`src/rtl/pm_acc_pkg.sv`:
```
// Shared types, defaults and the accumulate helper for pm_mac_accum.
// Optional feature macro: PM_ACC_SAT_EN (saturating accumulator).
package pm_acc_pkg;

    typedef enum logic [1:0] {
        IDLE = 2'd0,
        ACC  = 2'd1,
        DONE = 2'd2
    } state_t;

    localparam int unsigned ACC_W_DEF = 20;
    localparam int unsigned CNT_W_DEF = 8;

    // Adds p to acc at width w (w <= 63); returns {carry out of bit w-1, w-bit sum}.
    // Any clamping on carry is left to the caller.
    function automatic logic [64:0] sat_add(input logic [63:0] acc,
                                            input logic [63:0] p,
                                            input int unsigned w);
        logic [64:0] full;
        logic [63:0] mask;
        full = {1'b0, acc} + {1'b0, p};
        mask = (64'd1 << w) - 64'd1;
        return {full[w], full[63:0] & mask};
    endfunction

endpackage

```
`src/rtl/pm_mac_accum_pm8.sv`:
```
// pm8: unsigned 8x8 partial-product multiplier, purely combinational.
module pm8 (
    input  logic [7:0]  a,
    input  logic [7:0]  b,
    output logic [15:0] p
);

    // Sum the shifted multiplicand for every set multiplier bit.
    always_comb begin
        p = '0;
        for (int unsigned i = 0; i < 8; i++) begin
            if (b[i]) begin
                p = p + (16'(a) << i);
            end
        end
    end

endmodule

```
`src/rtl/pm_mac_accum.sv`:
```
// pm_mac_accum: frame-based multiply-accumulate over valid/ready handshakes.
// Optional feature macro: PM_ACC_SAT_EN (clamp accumulator on carry instead of wrapping).
module pm_mac_accum
    import pm_acc_pkg::*;
#(
    parameter int unsigned ACC_W = ACC_W_DEF,
    parameter int unsigned CNT_W = CNT_W_DEF
) (
    input  logic             clk,
    input  logic             rst,
    input  logic [CNT_W-1:0] len,
    input  logic             in_valid,
    output logic             in_ready,
    input  logic [7:0]       a,
    input  logic [7:0]       b,
    output logic             out_valid,
    input  logic             out_ready,
    output logic [ACC_W-1:0] out_sum,
    output logic [CNT_W-1:0] out_count,
    output logic             out_ovf
);

    state_t           state_q, state_d;
    logic [CNT_W-1:0] len_q, cnt_q, len_eff, cnt_inc;
    logic [ACC_W-1:0] acc_q, acc_nxt;
    logic [15:0]      prod;
    logic [64:0]      add_res;
    logic             ovf_q, carry, beat;

    pm8 u_pm8 (
        .a (a),
        .b (b),
        .p (prod)
    );

    assign in_ready  = (state_q != DONE);
    assign beat      = in_valid && in_ready;
    assign len_eff   = (len == '0) ? CNT_W'(1) : len;
    assign cnt_inc   = cnt_q + CNT_W'(1);
    assign out_valid = (state_q == DONE);
    assign out_sum   = acc_q;
    assign out_count = cnt_q;
    assign out_ovf   = ovf_q;

    // Next accumulator value and carry for an ACC-state beat.
    always_comb begin
        add_res = sat_add(64'(acc_q), 64'(prod), ACC_W);
        // Bits above ACC_W are masked to zero by the helper; folding them in
        // keeps the carry definition independent of ACC_W.
        carry   = add_res[64] | (|add_res[63:ACC_W]);
`ifdef PM_ACC_SAT_EN
        acc_nxt = (carry || ovf_q) ? '1 : add_res[ACC_W-1:0];
`else
        acc_nxt = add_res[ACC_W-1:0];
`endif
    end

    // State register.
    always_ff @(posedge clk or posedge rst) begin
        if (rst) begin
            state_q <= IDLE;
        end else begin
            state_q <= state_d;
        end
    end

    // Next-state logic: frame start, last-beat detection, result handoff.
    always_comb begin
        state_d = state_q;
        case (state_q)
            IDLE: if (beat) state_d = (len_eff == CNT_W'(1)) ? DONE : ACC;
            ACC:  if (beat && (cnt_inc == len_q)) state_d = DONE;
            DONE: if (out_ready) state_d = IDLE;
            default: state_d = IDLE;
        endcase
    end

    // Datapath: frame length capture, beat counter, accumulator, sticky overflow.
    always_ff @(posedge clk or posedge rst) begin
        if (rst) begin
            len_q <= '0;
            cnt_q <= '0;
            acc_q <= '0;
            ovf_q <= 1'b0;
        end else if (beat) begin
            if (state_q == IDLE) begin
                len_q <= len_eff;
                cnt_q <= CNT_W'(1);
                acc_q <= ACC_W'(prod);
                ovf_q <= 1'b0;
            end else begin
                cnt_q <= cnt_inc;
                acc_q <= acc_nxt;
                ovf_q <= ovf_q | carry;
            end
        end
    end

endmodule

```
`config.mk`:
```
export PLATFORM = sky130hd
export DESIGN_NAME = pm_mac_accum
export DESIGN_NICKNAME = d
export VERILOG_FILES = /design/src/rtl/pm_acc_pkg.sv /design/src/rtl/pm_mac_accum_pm8.sv /design/src/rtl/pm_mac_accum.sv
export SDC_FILE = /design/constraint.sdc
export NUM_CORES = 1
export LEC_CHECK = 0
export BUFFER_PORTS_ARGS = -buffer_cell sky130_fd_sc_hd__buf_2
export CORE_ASPECT_RATIO = 1.5
export CORE_MARGIN = 2
export CORE_UTILIZATION = 47
export CTS_BUF_LIST = sky130_fd_sc_hd__clkbuf_8
export DETAILED_ROUTE_END_ITERATION = 8
export GPL_TIMING_DRIVEN = 0
export PLACE_DENSITY = 0.79
export SETUP_SLACK_MARGIN = 0.5
export SYNTH_ARGS = -nofsm -noshare
export SYNTH_HDL_FRONTEND = slang
export SYNTH_SLANG_ARGS = --single-unit
```
`constraint.sdc`:
```
create_clock -name clk -period 2.6 [get_ports clk]
set_clock_uncertainty 0.15 [all_clocks]
set_input_delay 0.52 -clock clk [delete_from_list [all_inputs] [get_ports clk]]
set_output_delay 0.52 -clock clk [all_outputs]
set_load 0.1 [all_outputs]
```
==> results.md, run 1 <==
- Number of global-route vias before repair: 7292
- Hold violation total from the final report: 0
- Final setup violation count: 19
- Total number of vias: 8029
- Most repeated library cell on the critical path: sky130_fd_sc_hd__buf_4
- Number of flops mapped to enable cells by yosys: 0
- Number of antenna repair diodes: 0
- Average cell area after synthesis: 7.652 um^2
- WHS: 0.2329 ns
- Final period util: 394.5%
- GRT Resource Usage Total: 32.32%
- Headroom to the max-slew limit: 28.65%
- Startpoint of the worst-slack reg-to-reg timing path: out_sum[0]
- # rows: 50
- Most used standard cell by instance count after synthesis: sky130_fd_sc_hd__nand2_1
- CTS Buffer Depth: 2
- First DRT Iteration DRCs: 827
- Critical path data required time: 2.61 ns
- Worst slack, placed: -8.122 ns
- Number of antenna violations at the first check in global routing: 0
- Finished Core Util: 76.24%
- Die width: 95.78 um
- Summed area of non-filler cells in the final layout: 0.009444 mm^2
- Per-cell routed wire length: 23.80 um
- CTS tree: built
- Final weighted congestion in routability-driven placement: 0.9285
- Net total in the final layout: 1122
- Number of nets with antenna violations after detailed routing: 0
- Leading post-synthesis cells by instance count: sky130_fd_sc_hd__nand2_1 (90), sky130_fd_sc_hd__ha_1 (79), sky130_fd_sc_hd__a21oi_1 (57), sky130_fd_sc_hd__o21ai_0 (57), sky130_fd_sc_hd__nor2_1 (56)
- Fraction of layout cells with a size suffix above 1: 49.01%
- Initial core utilization: 47.94%
- Cell accounting for the most synthesized area: sky130_fd_sc_hd__ha_1
- Minimum period implied by the final worst setup slack: 10.26 ns
- Drt first pass iters: 6
- Async set or reset register ratio after synthesis: 100.0%
- Post-synthesis register bit count: 39
- Syn nets: 891
- TritonCTS Buffers: 5
- Clock root buffer: sky130_fd_sc_hd__clkbuf_8
- Leading cell types by total area after synthesis: sky130_fd_sc_hd__ha_1 (17%), sky130_fd_sc_hd__dfrtp_1 (16%), sky130_fd_sc_hd__nand2_1 (5.7%)
- Leakage component of the power: 4.214 nW
- Flip-flop cell with the highest count after synthesis: sky130_fd_sc_hd__dfrtp_1
- Max-cap check violation count: 0
- Synthesized cell area: 0.005938 mm^2
- Area of placed instances: 0.006824 mm^2
- Sequential element share of the synthesized area: 16.43%
- H-tree level count: 2
- Kind of path behind the tightest hold check: in2async
- DRC errors left: 0
- Gate count of the mapped netlist: 776
- Startpoint class of the critical path: primary input
- Global route total overflow: 0
- Run status: finished, violations left
- Power density over cell area: 1305 mW/mm^2
- Detailed Place HPWL: 13.86 mm
- Kind of critical path: in2reg
- Final routed wirelength across all metal layers: 27.71 mm
- Critical path's slowest cell: sky130_fd_sc_hd__a211oi_1
- Unrepaired setup endpoints after global routing: yes
- Height of the die: 141.7 um
- Kind of capture point of the worst setup path: flip-flop
- Worst setup startpoint: b[0]
- Transition time at the pin with the least slew margin: 1.043 ns
- Via-per-instance ratio: 6.898
- Post-synth cell types: 74
- Clock sink total: 39
- Clock-pin slew on the worst setup and hold paths: 0.08 ns
- Area fraction of the dominant cell type after synthesis: 16.65%
- Top-level port count: 59
- Final setup margin: -7.657 ns
- CP max FO: 5
- Number of synthesis warnings: 0
- Area growth, synth to finish: 59.04%
- Clock latency at the later pin of the worst-skew pair: 0.31 ns
- Wire length of the first global-routing pass: 34.96 mm
- Area of the die: 0.01357 mm^2
- PortBufs: 56
- Final max-slew violation count: 0
- Placeable core area: 0.01239 mm^2
- Largest net degree at the start of global routing: 40
- Violated checks: negative setup slack
- IR Drop Worst-Case VDD: 0.5832 mV
- Maximum clock frequency: 97.49 MHz
- Worst stage delay on the critical path: 0.52 ns
- Arrival @ worst endpoint: 10.26 ns
==> sequential cells by signal, indices dropped and copies added (netlist names) <==
| register | count |
|---|---|
| out_ovf | 1 |
| out_count | 8 |
| state_q | 2 |
| len_q | 8 |
| out_sum | 20 |
==> layout by cell type, fill, tap and decap left out, types with 15 or more instances in the layout <==
cell,Yosys,final
sky130_fd_sc_hd__ha_1,79,34
sky130_fd_sc_hd__o21ai_2,0,16
sky130_fd_sc_hd__buf_2,3,50
sky130_fd_sc_hd__a21oi_1,57,24
sky130_fd_sc_hd__a21oi_2,0,30
sky130_fd_sc_hd__dfrtp_1,39,33
sky130_fd_sc_hd__o21ai_0,57,30
sky130_fd_sc_hd__nand2_1,90,79
sky130_fd_sc_hd__xor2_1,21,17
sky130_fd_sc_hd__nor2_1,56,46
sky130_fd_sc_hd__buf_4,0,153
sky130_fd_sc_hd__inv_1,48,22
sky130_fd_sc_hd__xnor2_1,33,22
sky130_fd_sc_hd__nand3_1,20,15
sky130_fd_sc_hd__inv_2,0,19
sky130_fd_sc_hd__clkbuf_1,24,18
sky130_fd_sc_hd__a21o_1,21,21
sky130_fd_sc_hd__buf_6,2,18
sky130_fd_sc_hd__ha_4,0,38
==> per-stage QoR <==
stage          TNS [ns]  power [mW]  std cells
6_report        -112.24       12.33       1164
5_1_grt         -115.84       12.70       1164
4_1_cts          -99.67       9.975       1117
3_5_place_dp    -118.73       7.603        988
3_3_place_gp    -116.99       7.469        988
2_1_floorplan    -97.75       6.440        776
==> critical path: cells and delay by family <==
| kind | cells | cell delay [ns] |
|---|---|---|
| AO/OA/AOI/OAI | 19 | 3.65 |
| AND/OR/NAND/NOR | 9 | 1.36 |
| multiplexers | 1 | 0.10 |
| buffers and inverters | 18 | 2.31 |
| adder cells (fa/ha/maj) | 6 | 1.68 |
| XOR/XNOR | 4 | 0.59 |
==> logic make-up after synthesis <==
kind of cell	synth area share, %
muxes	1.791
buffers and inverters	5.267
DFF	16.43
xor gates and xnor gates	7.965
adders and majority gates	19.34
AOI/OAI and AO/OA	29.75
and+or+nand+nor	19.45
==> routing by layer <==
layer	wire, um	part of all wire, %	global-route usage, %
met1	9211	33	32.77
met2	13030	47	58.23
met3	2590	9.3	4.514
met4	2873	10	23.83
met5	0	0	0
==> worst paths after layout <==
kind	endpoint	slack (ns)	cells past startpoint
max in group asynchronous	out_count[0]	1.43	2
min	out_sum[13]	0.23	2
max	out_sum[12]	-7.66	57
min reg2reg	out_ovf	0.35	2
max reg2reg	out_sum[12]	-0.44	10
min in group clk	len_q[1]	0.27	3
==> area by class of cell <==
cell class              instances  area, um^2
well taps                     156       195.2
plain buffers                  30       156.4
clock inverters                 2       35.03
multi-input cells             659        6088
clock buffers                   6       82.58
repair buffers                224        1697
inverters                      48       201.4
fillers                       701        2943
flip-flops and latches         39       988.4
==> what timing repair did <==
action                                 CTS  global route
buffers inserted                       121            47
resized for setup                      121           151
pin swaps                               80            95
setup endpoints to repair               32            35
endpoints found under the hold margin    0             0
hold buffers                             0             0
gates cloned                             0             0
==> report_power, final <==
group	switching, mW	internal, mW
Combinational	5.91	4.70
Clock	0.247	0.311
Sequential	0.294	0.857
Total	6.46	5.87
Power figures use the tool's default switching activity.
==> run 2: changes to the inputs <==
- ABC_AREA: unset -> 1
==> run 2 against run 1 <==
  * The run still ends with negative setup slack left
  * Total power fell by 20%
  * Wire length decreased by 26%
  * Flip-flop and latch count is the same
  * Die area fell by 0.87%
  * Via count is 15% lower
  * Critical endpoint is now out_sum[15]
  * Highest routed layer unchanged
==> results.md, run 2 <==
- Run status: finished, violations left
- Violated checks: negative setup slack
- Net total in the final layout: 1128
- Most common library cell in the layout ignoring fill and taps: sky130_fd_sc_hd__nand2_1
- Number of flops mapped to enable cells by yosys: 0
- Critical path data required time: 2.65 ns
- Most repeated library cell on the critical path: sky130_fd_sc_hd__ha_4
- Initial core utilization: 47.75%
- H-tree level count: 2
- Area fraction of the dominant cell type after synthesis: 16.80%
- Arrival @ worst endpoint: 8.93 ns
- Final period util: 341.6%
- Clock root buffer: sky130_fd_sc_hd__clkbuf_8
- Leading post-synthesis cells by instance count: sky130_fd_sc_hd__nand2_1 (218), sky130_fd_sc_hd__inv_1 (120), sky130_fd_sc_hd__ha_1 (79), sky130_fd_sc_hd__nand3_1 (71), sky130_fd_sc_hd__a21oi_1 (60)
- Sw Ratio: 55.31%
- Maximum clock frequency: 112.6 MHz
- Comb power frac: 82.7%
- Wire length of the first global-routing pass: 29.17 mm
- Startpoint of the worst-slack reg-to-reg timing path: out_sum[0]
- Kind of critical path: in2reg
- Gate count of the mapped netlist: 871
- CP delay by family, top: simple AND/OR/NAND/NOR gates
- Startpoint class of the critical path: primary input
- Clock network power share: 5.6%
- Final setup margin: -6.283 ns
- Transition time at the pin with the least slew margin: 0.8644 ns
- Total number of vias: 6823
- Most used standard cell by instance count after synthesis: sky130_fd_sc_hd__nand2_1
- Placeable core area: 0.01232 mm^2
- Per-cell routed wire length: 17.44 um
- Final weighted congestion in routability-driven placement: 0.8950
- Final routed wirelength across all metal layers: 20.40 mm
- Final cell count without fillers: 1170
- Average cell area after synthesis: 6.756 um^2
- DRC errors left: 0
- Commonest non-fill, non-tap cells in the layout: sky130_fd_sc_hd__nand2_1 (178), sky130_fd_sc_hd__inv_1 (99), sky130_fd_sc_hd__buf_4 (74)
- Design internal power: 4.387 mW
- Power share of the sequential group: 11.8%
- Kind of path behind the tightest hold check: in2async
- Max-cap check violation count: 0
- TritonCTS Buffers: 5
- Sequential element share of the synthesized area: 16.59%
- Headroom to the max-slew limit: 42.29%
- Via-per-instance ratio: 5.832
- Post-synth cell types: 54
- Summed area of non-filler cells in the final layout: 0.008567 mm^2
- Async set or reset register ratio after synthesis: 100.0%
- Setup TNS: -89.73 ns
- Die width: 95.36 um
- Global route total overflow: 0
- Area of placed instances: 0.006930 mm^2
- Top-level port count: 59
- Worst slack, placed: -7.131 ns
- Unrepaired setup endpoints after global routing: yes
- Leading cell types by total area after synthesis: sky130_fd_sc_hd__ha_1 (17%), sky130_fd_sc_hd__dfrtp_1 (17%), sky130_fd_sc_hd__nand2_1 (14%)
- Synthesized cell area: 0.005884 mm^2
- Height of the die: 141.0 um
- Number of antenna repair diodes: 0
- Final setup violation count: 18
- GRT Resource Usage Total: 26.74%
- CP max FO: 5
- CTS Buffer Depth: 2
- Number of flip-flops in the largest register: 20
- Clock latency at the later pin of the worst-skew pair: 0.31 ns
- R2r endpoint: out_sum[14]
- Clock-pin slew on the worst setup and hold paths: 0.09 ns
- Leakage component of the power: 4.222 nW
- Number of synthesis warnings: 0
- Post-synthesis register bit count: 39
- Final Total Pwr: 9.815 mW
- Final max-slew violation count: 0
- Detailed Place HPWL: 12.46 mm
- Number of global-route vias before repair: 6597
- Number of antenna violations at the first check in global routing: 0
- IR Drop Worst-Case VDD: 0.4758 mV
- Critical path's slowest cell: sky130_fd_sc_hd__fa_2
- Hold buffer count at cts: 0
- Area growth, synth to finish: 45.59%
- First DRT Iteration DRCs: 404
- PortBufs: 56
- Count of buffer and inverter cells on the critical path: 11
- Power density over cell area: 1146 mW/mm^2
- Number of placed instances, taps included: 1083
- Hold violation total from the final report: 0
- # rows: 50
- Worst R2R Path Depth: 16
- Cell accounting for the most synthesized area: sky130_fd_sc_hd__ha_1
- CTS tree: built
- Reg2reg setup slack: -0.16 ns
- Largest net degree at the start of global routing: 40
- Net Switching: 5.429 mW
- Syn nets: 986
- Flip-flop cell with the highest count after synthesis: sky130_fd_sc_hd__dfrtp_1
- Minimum period implied by the final worst setup slack: 8.883 ns
- Area of the die: 0.01345 mm^2
- Drt first pass iters: 6
- Fraction of layout cells with a size suffix above 1: 45.27%
- Clock sink total: 39
- WHS: 0.2273 ns
- Finished Core Util: 69.51%
- Kind of capture point of the worst setup path: flip-flop
- Worst stage delay on the critical path: 0.35 ns
- Number of nets with antenna violations after detailed routing: 0
## run 2: cell types whose count changed after synthesis, moves of 21 or more
cell	before	now
sky130_fd_sc_hd__nor2_1	56	34
sky130_fd_sc_hd__nand3_1	20	71
sky130_fd_sc_hd__inv_1	48	120
sky130_fd_sc_hd__o21ai_0	57	35
sky130_fd_sc_hd__xnor2_1	33	9
sky130_fd_sc_hd__nand2_1	90	218
sky130_fd_sc_hd__nand3_2	0	21
## run 2: worst register-to-register path: stages (launching register included)
cell	delay [ns]
sky130_fd_sc_hd__dfrtp_1	0.41
sky130_fd_sc_hd__ha_1	0.24
sky130_fd_sc_hd__fa_1	0.42
sky130_fd_sc_hd__nand2_2	0.10
sky130_fd_sc_hd__o21ai_2	0.08
sky130_fd_sc_hd__a21oi_2	0.18
sky130_fd_sc_hd__o21ai_2	0.11
sky130_fd_sc_hd__nand3_1	0.10
sky130_fd_sc_hd__nand2_2	0.09
sky130_fd_sc_hd__nand2_2	0.11
sky130_fd_sc_hd__nand2_4	0.07
sky130_fd_sc_hd__a21boi_4	0.20
sky130_fd_sc_hd__nor2_1	0.06
sky130_fd_sc_hd__nor2_1	0.10
sky130_fd_sc_hd__nand2_1	0.07
sky130_fd_sc_hd__nand3_1	0.09
sky130_fd_sc_hd__nand2_1	0.07
## run 2: kinds of logic (layout without fill, tap and decap cells)
logic type	Yosys count	count (layout)	share of synthesized area [%]
simple gates	417	417	34.06
buf+inv	145	288	9.823
flops	39	39	16.59
compound gates	154	154	15.69
xor+xnor	29	29	4.317
fa+ha+maj	87	87	19.52
## run 2: area by class of cell
type,instances,area (um^2)
multi-input cells,687,5673
fillers,840,3757
flip-flops and latches,39,993.5
repair buffers,135,988.4
inverters,129,498.0
well taps,156,195.2
plain buffers,16,106.4
clock buffers,5,68.82
clock inverters,3,43.79
## run 2: layer usage
layer / up-vias / GRT usage, % / wire, um
met5: - / 0 / 0
met4: 0 / 14.04 / 1635
met3: 141 / 2.512 / 1104
met2: 315 / 51.30 / 10480
met1: 3203 / 27.55 / 7180
li1: 3164 / - / -
## run 2: worst max path at each step
stage	start	endpoint	cells past startpoint
global route	a[3]	out_sum[15]	61
global placement	a[1]	out_sum[17]	57
CTS	a[1]	out_sum[17]	64
floorplan	b[0]	out_sum[19]	54
finish	a[1]	out_sum[15]	62
detailed placement	a[1]	out_sum[19]	56
## run 2: power groups by stage
stage	logic [mW]	clock network [mW]	registers (mW)
3_3_place_gp	5.81	0	1.13
4_1_cts	6.94	0.539	1.15
6_report	8.11	0.547	1.15
5_1_grt	8.66	0.566	1.19
2_1_floorplan	3.83	0	2.22
3_5_place_dp	5.94	0	1.15
## run 2: timing repair
item | CTS | global route
gates resized for setup | 109 | 95
pin swaps | 76 | 56
endpoints found under the setup margin | 31 | 32
buffers inserted | 55 | 24
==> run 3: changes to the inputs <==
- CELL_PAD_IN_SITES_DETAIL_PLACEMENT: unset -> 1
- CELL_PAD_IN_SITES_GLOBAL_PLACEMENT: unset -> 1
- CORE_UTILIZATION: 47 -> 45
- PLACE_DENSITY: 0.79 -> 0.95
- SLEW_MARGIN: unset -> 20
- clock period: 2.6 -> 9.3 ns (I/O delays scaled with it)
==> run 3 against run 2 <==
  * The flow still finishes with violations (negative setup slack)
  * Total power is 68% lower
  * Critical path type unchanged
  * Utilization fell by 4.0 points
  * Via count rose by 23%
  * Largest cell class unchanged
  * Register-to-register slack better by 6.4 ns
  * Highest routed layer is now met5
==> results.md, run 3 (same netlist as run 2, synthesis figures left out) <==
- PortBufs: 56
- Final setup violation count: 14
- DRC errors left: 0
- Largest net degree at the start of global routing: 32
- First DRT Iteration DRCs: 865
- Detailed Place HPWL: 16.39 mm
- Final routed wirelength across all metal layers: 38.45 mm
- Number of antenna violations at the first check in global routing: 2
- CP max FO: 5
- Most common library cell in the layout ignoring fill and taps: sky130_fd_sc_hd__nand2_1
- Number of placed instances, taps included: 1087
- Maximum clock frequency: 86.91 MHz
- Final max-slew violation count: 0
- Wire length of the first global-routing pass: 46.86 mm
- Most repeated library cell on the critical path: sky130_fd_sc_hd__nand2_1
- H-tree level count: 2
- Final Total Pwr: 3.136 mW
- Kind of critical path: in2reg
- Power density over cell area: 371.5 mW/mm^2
- Power share of the sequential group: 11.0%
- Net total in the final layout: 1119
- Run status: finished, violations left
- Kind of capture point of the worst setup path: flip-flop
- # rows: 51
- Clock root buffer: sky130_fd_sc_hd__clkbuf_8
- Global route total overflow: 0
- Fill cell instance count of the final layout: 1550
- Final cell count without fillers: 1164
- Headroom to the max-slew limit: 10.51%
- Minimum period implied by the final worst setup slack: 11.51 ns
- Unrepaired setup endpoints after global routing: yes
- Die width: 97.37 um
- Transition time at the pin with the least slew margin: 1.328 ns
- Comb power frac: 83.6%
- Height of the die: 144.1 um
- Per-cell routed wire length: 33.03 um
- Commonest non-fill, non-tap cells in the layout: sky130_fd_sc_hd__nand2_1 (170), sky130_fd_sc_hd__inv_1 (99), sky130_fd_sc_hd__buf_4 (58)
- Leakage component of the power: 4.195 nW
- Initial core utilization: 45.65%
- Worst slack, placed: -1.971 ns
- IR Drop Worst-Case VDD: 0.1428 mV
- Clock latency at the later pin of the worst-skew pair: 0.34 ns
- Critical path data required time: 9.36 ns
- Area growth, synth to finish: 43.46%
- Clock sink total: 39
- Number of flip-flops in the largest register: 20
- Kind of path behind the tightest hold check: reg2reg
- Number of global-route vias before repair: 8444
- Drt first pass iters: 7
- TritonCTS Buffers: 5
- GRT Resource Usage Total: 42.97%
- Sw Ratio: 61.28%
- Clock-pin slew on the worst setup and hold paths: 0.12 ns
- Critical path's slowest cell: sky130_fd_sc_hd__fa_2
- Worst stage delay on the critical path: 0.48 ns
- Final setup margin: -2.206 ns
- Design internal power: 1.214 mW
- Total number of vias: 8368
- Number of nets with antenna violations after detailed routing: 0
- Number of antenna repair diodes: 0
- Arrival @ worst endpoint: 11.57 ns
- Area of the die: 0.01403 mm^2
- Hold violation total from the final report: 0
- Max-cap check violation count: 0
- Startpoint class of the critical path: primary input
- Final period util: 123.7%
- Final weighted congestion in routability-driven placement: 0.8589
- Top-level port count: 59
- CTS Buffer Depth: 2
- Net Switching: 1.922 mW
- CTS tree: built
- Clock network power share: 5.4%
- Hold buffer count at cts: 0
- Via-per-instance ratio: 7.189
- Violated checks: negative setup slack
- Placeable core area: 0.01289 mm^2
- Fraction of layout cells with a size suffix above 1: 43.48%
-- run 3: per-stage QoR --
step | hold slack [ns] | utilization [%] | area, um^2 | setup TNS [ns]
6_report | 0.4049 | 65.49 | 8442 | -23.45
3_3_place_gp | 0.3259 | 52.84 | 6812 | -14.62
5_1_grt | 0.4190 | 65.49 | 8442 | -24.94
3_5_place_dp | 0.3499 | 53.00 | 6832 | -19.33
4_1_cts | 0.3669 | 60.03 | 7737 | -6.633
2_1_floorplan | 0.3110 | - | 6332 | -3.208
-- run 3: power groups by stage --
stage / Clock (mW) / Sequential [mW] / Combinational, mW
floorplan: 0 / 0.611 / 1.03
global route: 0.168 / 0.343 / 2.68
detailed placement: 0 / 0.313 / 1.69
finish: 0.170 / 0.344 / 2.62
CTS: 0.161 / 0.322 / 1.97
global placement: 0 / 0.307 / 1.59
-- run 3: worst max-delay path, delay by kind of cell --
family / cells / cell delay, ns
AOI/OAI and AO/OA: 13 / 2.38
xor gates and xnor gates: 3 / 0.59
adders and majority gates: 8 / 2.59
buffers and inverters: 9 / 1.05
and+or+nand+nor: 24 / 3.03
-- run 3: cell type report --
type                            instances  area [um^2]  area share (%)
Buffer                                 16        102.6           1.215
Timing Repair Buffer                  126        939.7           11.13
Clock buffer                            5        68.82          0.8152
Tap cell                              159        198.9           2.357
Clock inverter                          3        47.55          0.5632
Inverter                              129        490.5           5.810
Multi-Input combinational cell        687         5618           66.55
Sequential cell                        39        975.9           11.56
-- run 3: metal layers --
layer  wire length [um]  global-route usage (%)  up-vias  share of wire, %
li1                   -                       -     3146                 -
met1              11930                   40.70     3864                31
met2              17120                   76.62      909                45
met3               4181                   9.570      445                11
met4               5185                   39.84        4                13
met5                 25                       0        -             0.065
-- run 3: repair_timing --
item | CTS | global route
pin swaps | 74 | 80
endpoints found under the setup margin | 14 | 14
gates resized for setup | 101 | 113
setup buffers | 45 | 24
-- run 3: worst paths after layout --
check                           startpoint          end  slack [ns]  depth (start not counted)
worst max register to register  out_sum[0]  out_sum[16]        6.22                         14
worst min register to register    len_q[6]     len_q[6]        0.40                          2
max in group asynchronous              rst  out_sum[14]        7.22                          3
min in group asynchronous              rst   out_sum[3]        1.27                          2
worst min-delay path              len_q[6]     len_q[6]        0.40                          2
worst max-delay path                  a[1]  out_sum[19]       -2.21                         57
